## src/rtl/dir_cmd_queue_if.sv

```systemverilog
// rtl/dir_cmd_queue_if.sv - direction command queue signal bundle
interface dir_cmd_queue_if #(
  parameter int CW = 3
);
  logic          clear;
  logic          up;
  logic          down;
  logic          left;
  logic          right;
  logic          move_tick;
  logic [1:0]    dir_out;
  logic          dir_changed;
  logic [CW-1:0] count;
  logic          full;
  logic          overflow;

  modport master (
    output clear, up, down, left, right, move_tick,
    input  dir_out, dir_changed, count, full, overflow
  );

  modport slave (
    input  clear, up, down, left, right, move_tick,
    output dir_out, dir_changed, count, full, overflow
  );
endinterface

```

## src/rtl/dir_cmd_queue.sv

```systemverilog
// rtl/dir_cmd_queue.sv - edge-detected, turn-filtered direction FIFO released per move tick
module dir_cmd_queue #(
  parameter int DEPTH = 4,
  parameter int CW    = $clog2(DEPTH + 1)
) (
  input  logic            clk,
  input  logic            rst_n,
  dir_cmd_queue_if.slave  bus
);
  localparam int PW = (DEPTH > 1) ? $clog2(DEPTH) : 1;

  logic [1:0]    mem_q [DEPTH];
  logic [3:0]    in_d, in_q, rise;
  logic [PW-1:0] wr_ptr_q, rd_ptr_q, tail_ptr;
  logic [CW-1:0] count_q;
  logic [1:0]    dir_q;
  logic          changed_q;
  logic          ovf_q;

  logic [1:0]    cand;
  logic          cand_vld;
  logic [1:0]    ref_dir;
  logic          legal, is_full, pop, push, drop;

  assign in_d = {bus.up, bus.down, bus.left, bus.right};
  assign rise = in_d & ~in_q;

  always_comb begin
    cand     = 2'd0;
    cand_vld = |rise;
    if (rise[3])      cand = 2'd2;
    else if (rise[2]) cand = 2'd3;
    else if (rise[1]) cand = 2'd1;
    else              cand = 2'd0;
  end

  // Same and opposite directions share bit 1 (right/left = 0x, up/down = 1x),
  // so a turn is legal exactly when that bit differs from the reference.
  assign tail_ptr = wr_ptr_q - PW'(1);
  assign ref_dir  = (count_q != '0) ? mem_q[tail_ptr] : dir_q;
  assign legal    = cand_vld && (cand[1] != ref_dir[1]);
  assign is_full  = (count_q == CW'(DEPTH));
  assign pop      = bus.move_tick && (count_q != '0);
  assign push     = legal && (!is_full || pop) && !bus.clear;
  assign drop     = legal && is_full && !pop;

  always_ff @(posedge clk) begin
    if (push) mem_q[wr_ptr_q] <= cand;
  end

  always_ff @(posedge clk or negedge rst_n) begin
    if (!rst_n) begin
      in_q      <= 4'b0;
      wr_ptr_q  <= '0;
      rd_ptr_q  <= '0;
      count_q   <= '0;
      dir_q     <= 2'd0;
      changed_q <= 1'b0;
      ovf_q     <= 1'b0;
    end else begin
      in_q <= in_d;
      if (bus.clear) begin
        wr_ptr_q  <= '0;
        rd_ptr_q  <= '0;
        count_q   <= '0;
        dir_q     <= 2'd0;
        changed_q <= 1'b0;
        ovf_q     <= 1'b0;
      end else begin
        if (push) wr_ptr_q <= wr_ptr_q + PW'(1);
        if (pop) begin
          rd_ptr_q <= rd_ptr_q + PW'(1);
          dir_q    <= mem_q[rd_ptr_q];
        end
        changed_q <= pop;
        count_q   <= count_q + CW'(push) - CW'(pop);
        if (drop) ovf_q <= 1'b1;
      end
    end
  end

  assign bus.dir_out     = dir_q;
  assign bus.dir_changed = changed_q;
  assign bus.count       = count_q;
  assign bus.full        = is_full;
  assign bus.overflow    = ovf_q;
endmodule

```

## src/flat_wrapper.sv

```systemverilog
// flat-port wrapper written by rule: the top's interface ports become plain ports
module dir_cmd_queue_flat 
#(
  parameter int DEPTH = 4,
  parameter int CW    = $clog2(DEPTH + 1)
)
  (clk, rst_n, bus_clear, bus_up, bus_down, bus_left, bus_right, bus_move_tick, bus_dir_out, bus_dir_changed, bus_count, bus_full, bus_overflow);
  dir_cmd_queue_if #(.CW(CW)) bus_i ();
  input  logic clk;
  input  logic rst_n;
  input wire logic [$bits(bus_i.clear)-1:0] bus_clear;
  input wire logic [$bits(bus_i.up)-1:0] bus_up;
  input wire logic [$bits(bus_i.down)-1:0] bus_down;
  input wire logic [$bits(bus_i.left)-1:0] bus_left;
  input wire logic [$bits(bus_i.right)-1:0] bus_right;
  input wire logic [$bits(bus_i.move_tick)-1:0] bus_move_tick;
  output wire logic [$bits(bus_i.dir_out)-1:0] bus_dir_out;
  output wire logic [$bits(bus_i.dir_changed)-1:0] bus_dir_changed;
  output wire logic [$bits(bus_i.count)-1:0] bus_count;
  output wire logic [$bits(bus_i.full)-1:0] bus_full;
  output wire logic [$bits(bus_i.overflow)-1:0] bus_overflow;
  assign bus_i.clear = bus_clear;
  assign bus_i.up = bus_up;
  assign bus_i.down = bus_down;
  assign bus_i.left = bus_left;
  assign bus_i.right = bus_right;
  assign bus_i.move_tick = bus_move_tick;
  assign bus_dir_out = bus_i.dir_out;
  assign bus_dir_changed = bus_i.dir_changed;
  assign bus_count = bus_i.count;
  assign bus_full = bus_i.full;
  assign bus_overflow = bus_i.overflow;
  dir_cmd_queue #(.DEPTH(DEPTH), .CW(CW)) u_core (.clk(clk), .rst_n(rst_n), .bus(bus_i));
endmodule
```

## config.mk

```make
export PLATFORM = sky130hd
export DESIGN_NAME = dir_cmd_queue_flat
export DESIGN_NICKNAME = d
export VERILOG_FILES = /design/src/rtl/dir_cmd_queue_if.sv /design/src/rtl/dir_cmd_queue.sv /design/src/flat_wrapper.sv
export SDC_FILE = /design/constraint.sdc
export NUM_CORES = 1
export LEC_CHECK = 0
export CAP_MARGIN = 20
export CORE_MARGIN = 2
export CORE_UTILIZATION = 40
export DETAILED_ROUTE_END_ITERATION = 12
export REMOVE_ABC_BUFFERS = 1
export SETUP_SLACK_MARGIN = 0.02
export SYNTH_ARGS = -nofsm -noshare
export SYNTH_HDL_FRONTEND = slang
export SYNTH_SLANG_ARGS = --single-unit
```

## constraint.sdc

```tcl
create_clock -name clk -period 2.4 [get_ports clk]
set_input_delay 0.48 -clock clk [delete_from_list [all_inputs] [get_ports clk]]
set_output_delay 0.48 -clock clk [all_outputs]
set_load 0.05 [all_outputs]
```

==> results of run 1 <==
==> final timing paths <==
kind	slack, ns	depth (start not counted)	end
max in group asynchronous	1.41	1	u_core.wr_ptr_q[0]
hold / removal	0.30	1	u_core.in_q[1]
min in group asynchronous	0.56	1	u_core.in_q[0]
setup reg to reg	0.10	9	u_core.bus.count[1]
setup / recovery	0.10	9	u_core.bus.count[1]
hold reg to reg	0.54	2	u_core.bus.dir_out[0]
==> registers in the layout, indices dropped and copies added, names as in the netlist <==
signal	flops
u_core.bus.dir_changed	1
u_core.wr_ptr_q	2
u_core.in_q	4
u_core.bus.overflow	1
u_core.mem_q	8
u_core.bus.count	3
u_core.rd_ptr_q	2
u_core.bus.dir_out	2
==> routing by layer <==
layer | wire length, um | GRT usage [%]
met1 | 988 | 18.4
met2 | 1030 | 23.2
met3 | 83 | 4.18
met4 | 31 | 4.87
met5 | 0 | 0
==> Yosys cell counts (all sizes together) <==
cell / n
dfrtp: 15
nor2: 11
edfxtp: 8
inv: 8
and2: 6
ha: 6
nand2b: 6
nand2: 5
mux2i: 4
a21oi: 3
mux4: 3
nor2b: 3
nand3: 2
xnor2: 2
xor2: 2
a211oi: 1
a221oi: 1
a31oi: 1
buf: 1
clkbuf: 1
fa: 1
mux2: 1
nand3b: 1
o22ai: 1
or3: 1
==> metrics by stage <==
stage               util, %  setup TNS [ns]
floorplan                 -         -0.0794
global placement       52.9          -0.445
detailed placement     52.9          -0.491
CTS                    53.8               0
global route           56.0               0
finish                 56.0               0
==> power by group through the flow <==
stage | clock, mW | combinational, mW | sequential, mW
floorplan | 0 | 0.414 | 0.657
global placement | 0 | 0.801 | 0.538
detailed placement | 0 | 0.812 | 0.541
CTS | 0.192 | 0.818 | 0.532
global route | 0.205 | 0.978 | 0.547
finish | 0.180 | 0.900 | 0.534
==> area by class of cell <==
| class | instances | area share [%] |
|---|---|---|
| timing repair buffer | 34 | 18.9 |
| clock buffer | 3 | 1.43 |
| tap | 31 | 2.47 |
| sequential | 23 | 39.2 |
| clock inverter | 1 | 0.318 |
| multi-input combinational | 61 | 35.8 |
| inverter | 8 | 1.91 |
==> kinds of logic (layout without fill, tap and decap cells) <==
family	after synthesis	after routing
AO/OA/AOI/OAI	7	7
XOR/XNOR	4	4
AND/OR/NAND/NOR	35	35
adder cells (fa/ha/maj)	7	7
flip-flops	23	23
multiplexers	8	8
buffers and inverters	10	46
==> timing repair <==
item                                    in CTS  in global routing
buffers inserted                             0                  5
hold endpoints to repair                     0                  0
endpoints found under the setup margin       0                  2
gates resized for setup                      0                  7
==> flow_metrics.py, run 1 <==
metrics = {
    "status": {
        "status": "complete, but fails checks",
        "violations": "DRC",
    },
    "setup_path": {
        "required_ns": 2.61,
        "reg2reg_from": "u_core.wr_ptr_q[0]",
        "crit_chain": "inv_2 > ha_4 > mux4_2 > nand3b_4 > a31oi_4 > ha_2 > inv_1 > fa_2 > nor2_1",
        "end_kind": "flop",
        "cp_slowest_cell": "fa_2",
        "cp_max_fo": 2,
        "path_delay_family": "adder cells",
        "critPathLaunchType": "flop",
        "cp_num_buf_inv": 2,
        "crit_path_start": "u_core.wr_ptr_q[0]",
        "path_class": "reg -> reg",
        "cp.arrival_ns": 2.51,
        "cpPeakStageDelay_ns": 0.52,
    },
    "global_route": {
        "antenna_found_initial": 0,
        "grtUsageTotal_pct": 14.3,
        "grt_pass1_vias": 805,
        "gr-total-overflow": 0,
        "grt_max_degree": 16,
        "grt_pass1_wl_um": 3660,
    },
    "synth": {
        "syn_avg_cell_area_um2": 12.8,
        "synthSimpleGateAreaFrac_pct": 17.3,
        "yosysSeqAreaShare_pct": 51.3,
        "synth-adder-area-share_pct": 7.92,
        "yosys_warnings": 0,
        "synth_top_family_by_area": "simple AND/OR/NAND/NOR gates",
        "synth_top_area_share_pct": 31.3,
        "synthDistinctLibCells": 27,
        "synth_area_leaders": "dfrtp_1, edfxtp_1, ha_1",
        "synthCells": 94,
        "synth_compound_area_share_pct": 7.09,
        "syn-cell-area_mm2": 0.00120,
        "yosysTopAreaCell": "dfrtp_1",
        "yosys.area_share.xor_xnor_pct": 2.92,
        "muxShareOfSynthArea_pct": 10.2,
        "ys_ff_latch": 23,
    },
    "clocking": {
        "ctsHtreeMaxLevel": 1,
        "cts_sinks": 23,
        "cts_tree": "done",
        "clock_latency_ns": 0.32,
        "cts-root-buf": "clkbuf_4",
        "ctsHoldBuffers": 0,
        "cts_made_buffers": 3,
        "cts_buffer_depth": 2,
        "path_clk_slew_ns": 0.13,
    },
    "timing": {
        "worst_pin_slew_ns": 0.681,
        "rsz0062_at_grt": "true",
        "finalSetupViolCount": 0,
        "fmax_mhz": 435,
        "worst_hold_slack_ns": 0.301,
        "maxSlewHeadroom_pct": 54.5,
        "min_period_over_period_pct": 95.7,
        "fin_ws_ns": 0.102,
        "hold_viol_final": 0,
        "slew_viol_final": 0,
        "skew_ns": 0.0105,
        "period_minus_slack_ns": 2.30,
    },
    "finish": {
        "final_cells": 161,
        "seqCellArea_um2": 616,
        "layout_common_cells": "buf_4, dfrtp_1, clkdlybuf4s50_1",
        "syn_to_final_growth_pct": 31.0,
        "fin_area_mm2": 0.00157,
        "fin_nets": 146,
        "fillers": 262,
        "mostFrequentLayoutCell": "buf_4",
        "layout-drive-gt1-share_pct": 33.1,
        "multiInputGateArea_um2": 563,
        "diodes": 0,
    },
    "floorplanning": {
        "die_area_mm2": 0.00345,
        "row_count": 19,
        "pin_count": 16,
        "start_util_pct": 42.8,
        "core_area_mm2": 0.00281,
        "die_y_um": 58.8,
        "die_width_um": 58.8,
    },
    "routing": {
        "wl_um": 2130,
        "drtIter0Drc": 13,
        "wl_per_cell_um": 13.2,
        "via_count": 791,
        "vias_per_cell": 4.91,
        "drt_pass1_iterations": 8,
        "post-route-drc-count": 1,
        "postRouteAntennaNets": 0,
    },
    "power_and_ir_drop": {
        "clkPwrFrac_pct": 11.2,
        "p_leak_nw": 0.694,
        "p_int_mw": 1.00,
        "ir_drop_mv": 0.519,
        "pwr-share-comb_pct": 55.8,
        "p_per_area_mw_per_mm2": 1030,
        "p_total_mw": 1.61,
        "power_frac_seq_pct": 33.1,
        "switchingPower_mw": 0.612,
        "switching_share_pct": 37.9,
    },
    "placed_design": {
        "dpl.hpwl_um": 1620,
        "dp_cells": 152,
        "place_congestion": 0.683,
        "dp_slack_ns": -0.293,
        "portBuffers": 15,
        "place_area_mm2": 0.00148,
    },
    "flow_run": {
        "maxCapViolCount": 0,
    },
    "min_path": {
        "hp-start": "bus_left",
        "holdCritPathClass": "in -> reg",
    },
}
(Power assumes the default switching activity.)
==> run 2: changes to the inputs <==
==> constraint.sdc (replaced) <==
create_clock -name clk -period 2.5 [get_ports clk]
set_input_delay 0.5 -clock clk [delete_from_list [all_inputs] [get_ports clk]]
set_output_delay 0.5 -clock clk [all_outputs]
set_load 0.05 [all_outputs]
==> run 2 against run 1 <==
Net effect: the flow still finishes with violations (DRC); setup slack gained 0.012 ns; clock skew decreased by 0.0054 ns; largest cell class unchanged; combinational power decreased by 16%; global-route usage shrank 0.12 points; clock-buffer cell count grew 1; worst hold slack better by 0.24 ns; critical path depth stayed put; clock power is 8% lower; utilization is 2.5 points lower.
==> flow_metrics.py, run 2 (synthesis results as in run 1) <==
metrics = {
    "placed_design": {
        "dp_cells": 147,
        "dpl.hpwl_um": 1640,
        "place_area_mm2": 0.00145,
        "dp_slack_ns": -0.243,
        "place_congestion": 0.686,
        "portBuffers": 15,
    },
    "routing": {
        "wl_um": 2130,
        "wl_per_cell_um": 14.0,
        "drt_pass1_iterations": 7,
        "post-route-drc-count": 1,
        "vias_per_cell": 4.86,
        "drtIter0Drc": 20,
        "via_count": 738,
        "postRouteAntennaNets": 0,
    },
    "timing": {
        "worst_hold_slack_ns": 0.539,
        "worst_pin_slew_ns": 0.674,
        "fin_ws_ns": 0.115,
        "maxSlewHeadroom_pct": 54.9,
        "fmax_mhz": 419,
        "timing.setup.tns_ns": 0,
        "hold_viol_final": 0,
        "slew_viol_final": 0,
        "period_minus_slack_ns": 2.39,
        "skew_ns": 0.00513,
        "finalSetupViolCount": 0,
        "rsz0062_at_grt": "true",
        "min_period_over_period_pct": 95.4,
    },
    "clocking": {
        "clock_latency_ns": 0.30,
        "cts_tree": "done",
        "cts_made_buffers": 3,
        "cts_buffer_depth": 2,
        "ctsHoldBuffers": 0,
        "cts_sinks": 23,
        "cts-root-buf": "clkbuf_4",
        "ctsHtreeMaxLevel": 1,
        "path_clk_slew_ns": 0.12,
    },
    "finish": {
        "mostFrequentLayoutCell": "dfrtp_1",
        "fin_util_pct": 53.5,
        "fin_area_mm2": 0.00150,
        "fillers": 249,
        "diodes": 0,
        "largest_register_ff_count": 8,
        "seqCellArea_um2": 616,
        "fin_nets": 137,
        "top_register": "u_core.mem_q",
        "syn_to_final_growth_pct": 25.1,
        "multiInputGateArea_um2": 563,
        "layout_common_cells": "dfrtp_1, clkdlybuf4s50_1, nor2_1",
        "layout-drive-gt1-share_pct": 25.6,
        "final_cells": 152,
    },
    "floorplanning": {
        "die_y_um": 58.8,
        "die_width_um": 58.8,
        "core_area_mm2": 0.00281,
        "die_area_mm2": 0.00345,
        "pin_count": 16,
        "start_util_pct": 42.8,
        "row_count": 19,
    },
    "power_and_ir_drop": {
        "p_leak_nw": 0.653,
        "ir_drop_mv": 0.559,
        "p_per_area_mw_per_mm2": 963,
        "p_total_mw": 1.45,
    },
    "setup_path": {
        "cp.arrival_ns": 2.59,
        "required_ns": 2.70,
        "cp_max_fo": 3,
        "end_kind": "flop",
        "crit_path_start": "u_core.wr_ptr_q[1]",
        "critPathLaunchType": "flop",
        "reg2reg_from": "u_core.wr_ptr_q[1]",
        "path_class": "reg -> reg",
    },
    "global_route": {
        "grt_pass1_wl_um": 3650,
        "grt_max_degree": 16,
        "grt_pass1_vias": 807,
        "gr-total-overflow": 0,
        "grtUsageTotal_pct": 14.2,
        "antenna_found_initial": 0,
    },
    "status": {
        "violations": "DRC",
        "status": "complete, but fails checks",
    },
    "min_path": {
        "holdCritPathClass": "reg -> reg",
        "hp-start": "u_core.bus.dir_out[0]",
    },
    "flow_run": {
        "maxCapViolCount": 0,
    },
}
-- run 2: worst paths after layout --
path                                    endpoint  slack (ns)  cells after the start
setup / recovery             u_core.bus.count[1]        0.11                      9
hold / removal             u_core.bus.dir_out[0]        0.54                      2
setup reg to reg             u_core.bus.count[1]        0.11                      9
min in group asynchronous         u_core.in_q[2]        0.59                      1
max in group asynchronous     u_core.wr_ptr_q[0]        1.48                      1
hold reg to reg            u_core.bus.dir_out[0]        0.54                      2
-- run 2: timing repair --
action | 4_1_cts | 5_1_grt
gates resized for setup | 0 | 5
setup buffers | 1 | 0
pin swaps | 0 | 4
setup endpoints to repair | 1 | 2
-- run 2: worst max-delay path: stages, from the launching register on --
cell      delay [ns]
dfrtp_1         0.38
inv_1           0.09
ha_4            0.29
mux4_2          0.34
nand3b_4        0.19
a31oi_4         0.21
ha_2            0.19
inv_1           0.04
fa_2            0.52
nor2_1          0.04
-- run 2: layout make-up --
cell class	instances	area share, %
Tap cell	31	2.58
Sequential cell	23	41.0
Clock buffer	4	1.75
Multi-Input combinational cell	61	37.5
Timing Repair Buffer	25	15.2
Inverter	8	2.00
-- run 2: routing by layer --
layer	up-vias	track usage (%)	wire (um)
met5	-	0	0
met4	0	1.95	8
met3	2	3.96	73
met2	11	24.6	1080
met1	353	18.2	961
li1	372	-	-
-- run 2: power breakdown --
part           internal (mW)  switching, mW  leakage [nW]
Sequential             0.462         0.0605         0.268
Clock                 0.0622          0.104        0.0150
Combinational          0.360          0.396         0.370
Total                  0.885          0.561         0.653
==> patch, RTL diff (config.mk and constraints of run 2) <==
Take the reset off `in_q` and load it in a clocked block of its own.
--- a/src/rtl/dir_cmd_queue.sv
+++ b/src/rtl/dir_cmd_queue.sv
@@ -52,3 +52,2 @@
     if (!rst_n) begin
-      in_q      <= 4'b0;
       wr_ptr_q  <= '0;
@@ -60,3 +59,2 @@
     end else begin
-      in_q <= in_d;
       if (bus.clear) begin
@@ -81,2 +79,6 @@
 
+  always_ff @(posedge clk) begin
+    in_q <= in_d;
+  end
+
   assign bus.dir_out     = dir_q;
Behaviour: not the same (Yosys sat finds a counterexample within 4 cycles, from zero or initial values and one cycle with rst_n low).
==> patch against run 2 <==
  * Critical path type unchanged
  * Final area fell by 1.1%
  * Cell count rose by 0.66%
  * Sequential cell count did not move
  * Synthesized area fell by 1.7%
  * Non-clock buffer count rose by 1
  * Worst setup slack improved by 34 ps
  * Largest power group unchanged
  * Maximum frequency rose by 1.5%
  * Power fell by 1.2%
  * Routed wire length fell by 6.3%
  * Sequential power barely moved
==> patch: results (changes against run 2) <==
* Status: complete, no violations
* Tightest hold margin at 523 ps (-15.4 ps)
* Final net count at 138 (+0.73%)
* Fill cells at 241 (-3.2%)
* FFs & Latches at 23 (unchanged)
* Area post-placement at 1440 sq um (-0.86%)
* HPWL after DPL at 1620 um (-1.6%)
* Global placement routability congestion at 0.716 (+4.5%)
* Library cells used by synthesis at 28 (+3.7%)
* Most frequent cells after synthesis: 11 x dfrtp_1, 11 x nor2_1, 8 x edfxtp_1, 8 x inv_1
* Vias in the first global route at 772 (-4.3%)
* Routed len/inst at 13.0 um (-7.0%)
* Tot GR Track Use at 0.134 (-0.00769)
* Register area share after synthesis at 0.505 (-0.00826)
* ClkCell Share at 0.0185 (+0.00103)
* Relative slew slack at 0.648 (+0.0986)
* Non-clock buffer share at 0.158 (+0.00672)
* Hold crit path type: input pin to asynchronous set/reset pin
* Largest cells by area after synthesis: dfrtp_1 23%, edfxtp_1 20%, dfxtp_1 6.8%
* Total combinational power at 0.000738 W (-3%)
* Largest net degree at the start of global routing at 15 (-1)
* Share of cells above drive strength 1 at 0.254 (-0.00210)
* Mux share of post-synthesis cell area at 0.104 (+0.00173)
* Syn avg cell area at 12.6 sq um (-1.7%)
* Crit path arrival time at 2560 ps (-30 ps)
* Async set or reset register ratio after synthesis at 0.478 (-0.174)
* Pint at 0.000871 W (-1.5%)
* Buffers, non-clock at 26 (+4.0%)
* Reg2reg end: u_core.bus.count[2]
* Clk pwr share at 0.117 (+0.002)
* Fin area at 1490 sq um (-1.1%)
* Fraction of area in multi-input gates at 0.376 (+0.000738)
* Cells on worst reg2reg path at 10 (+1)
* Total power at 0.00143 W (-1.2%)
* Initial DRC count at 23 (+15%)
* Total Routed Length at 1990 um (-6.3%)
* R2R Setup Slk at 150 ps (+30 ps)
* VDD IR max at 0.586 mV (+4.7%)
* Worst Clk Skew at 12.9 ps (+7.79 ps)
* Post-Synth Adder-Cell Area at 0.0806 (+0.00134)
* DRT Pass-1 Iters at 4 (-3)
[patch: cell types whose count changed after synthesis, sizes merged]
cell	delta
dfrtp	-4
dfxtp	+4
[patch: layer usage]
layer  GRT usage  wire length [um]  up-vias
li1            -                 -      375
met3      0.0264                52        2
met5           0                 0        -
met2       0.239              1030        9
met1       0.173               894      364
met4      0.0199                12        0
[patch: kinds of logic (layout without fill, tap and decap cells)]
kind of cell               after synthesis  count (layout)
and+or+nand+nor                         35              35
DFF                                     23              23
buffers and inverters                   10              38
muxes                                    8               8
adders and majority gates                7               7
AOI/OAI and AO/OA                        7               7
xor gates and xnor gates                 4               4
[patch: critical path: stages, from the launching register on]
cell and delay, ps:
dfrtp_1 390, inv_1 90, ha_4 280, mux4_2 340, nand3b_4 200, a31oi_4 150
ha_1 170, inv_1 50, fa_1 370, xnor2_1 170, nor2_1 60
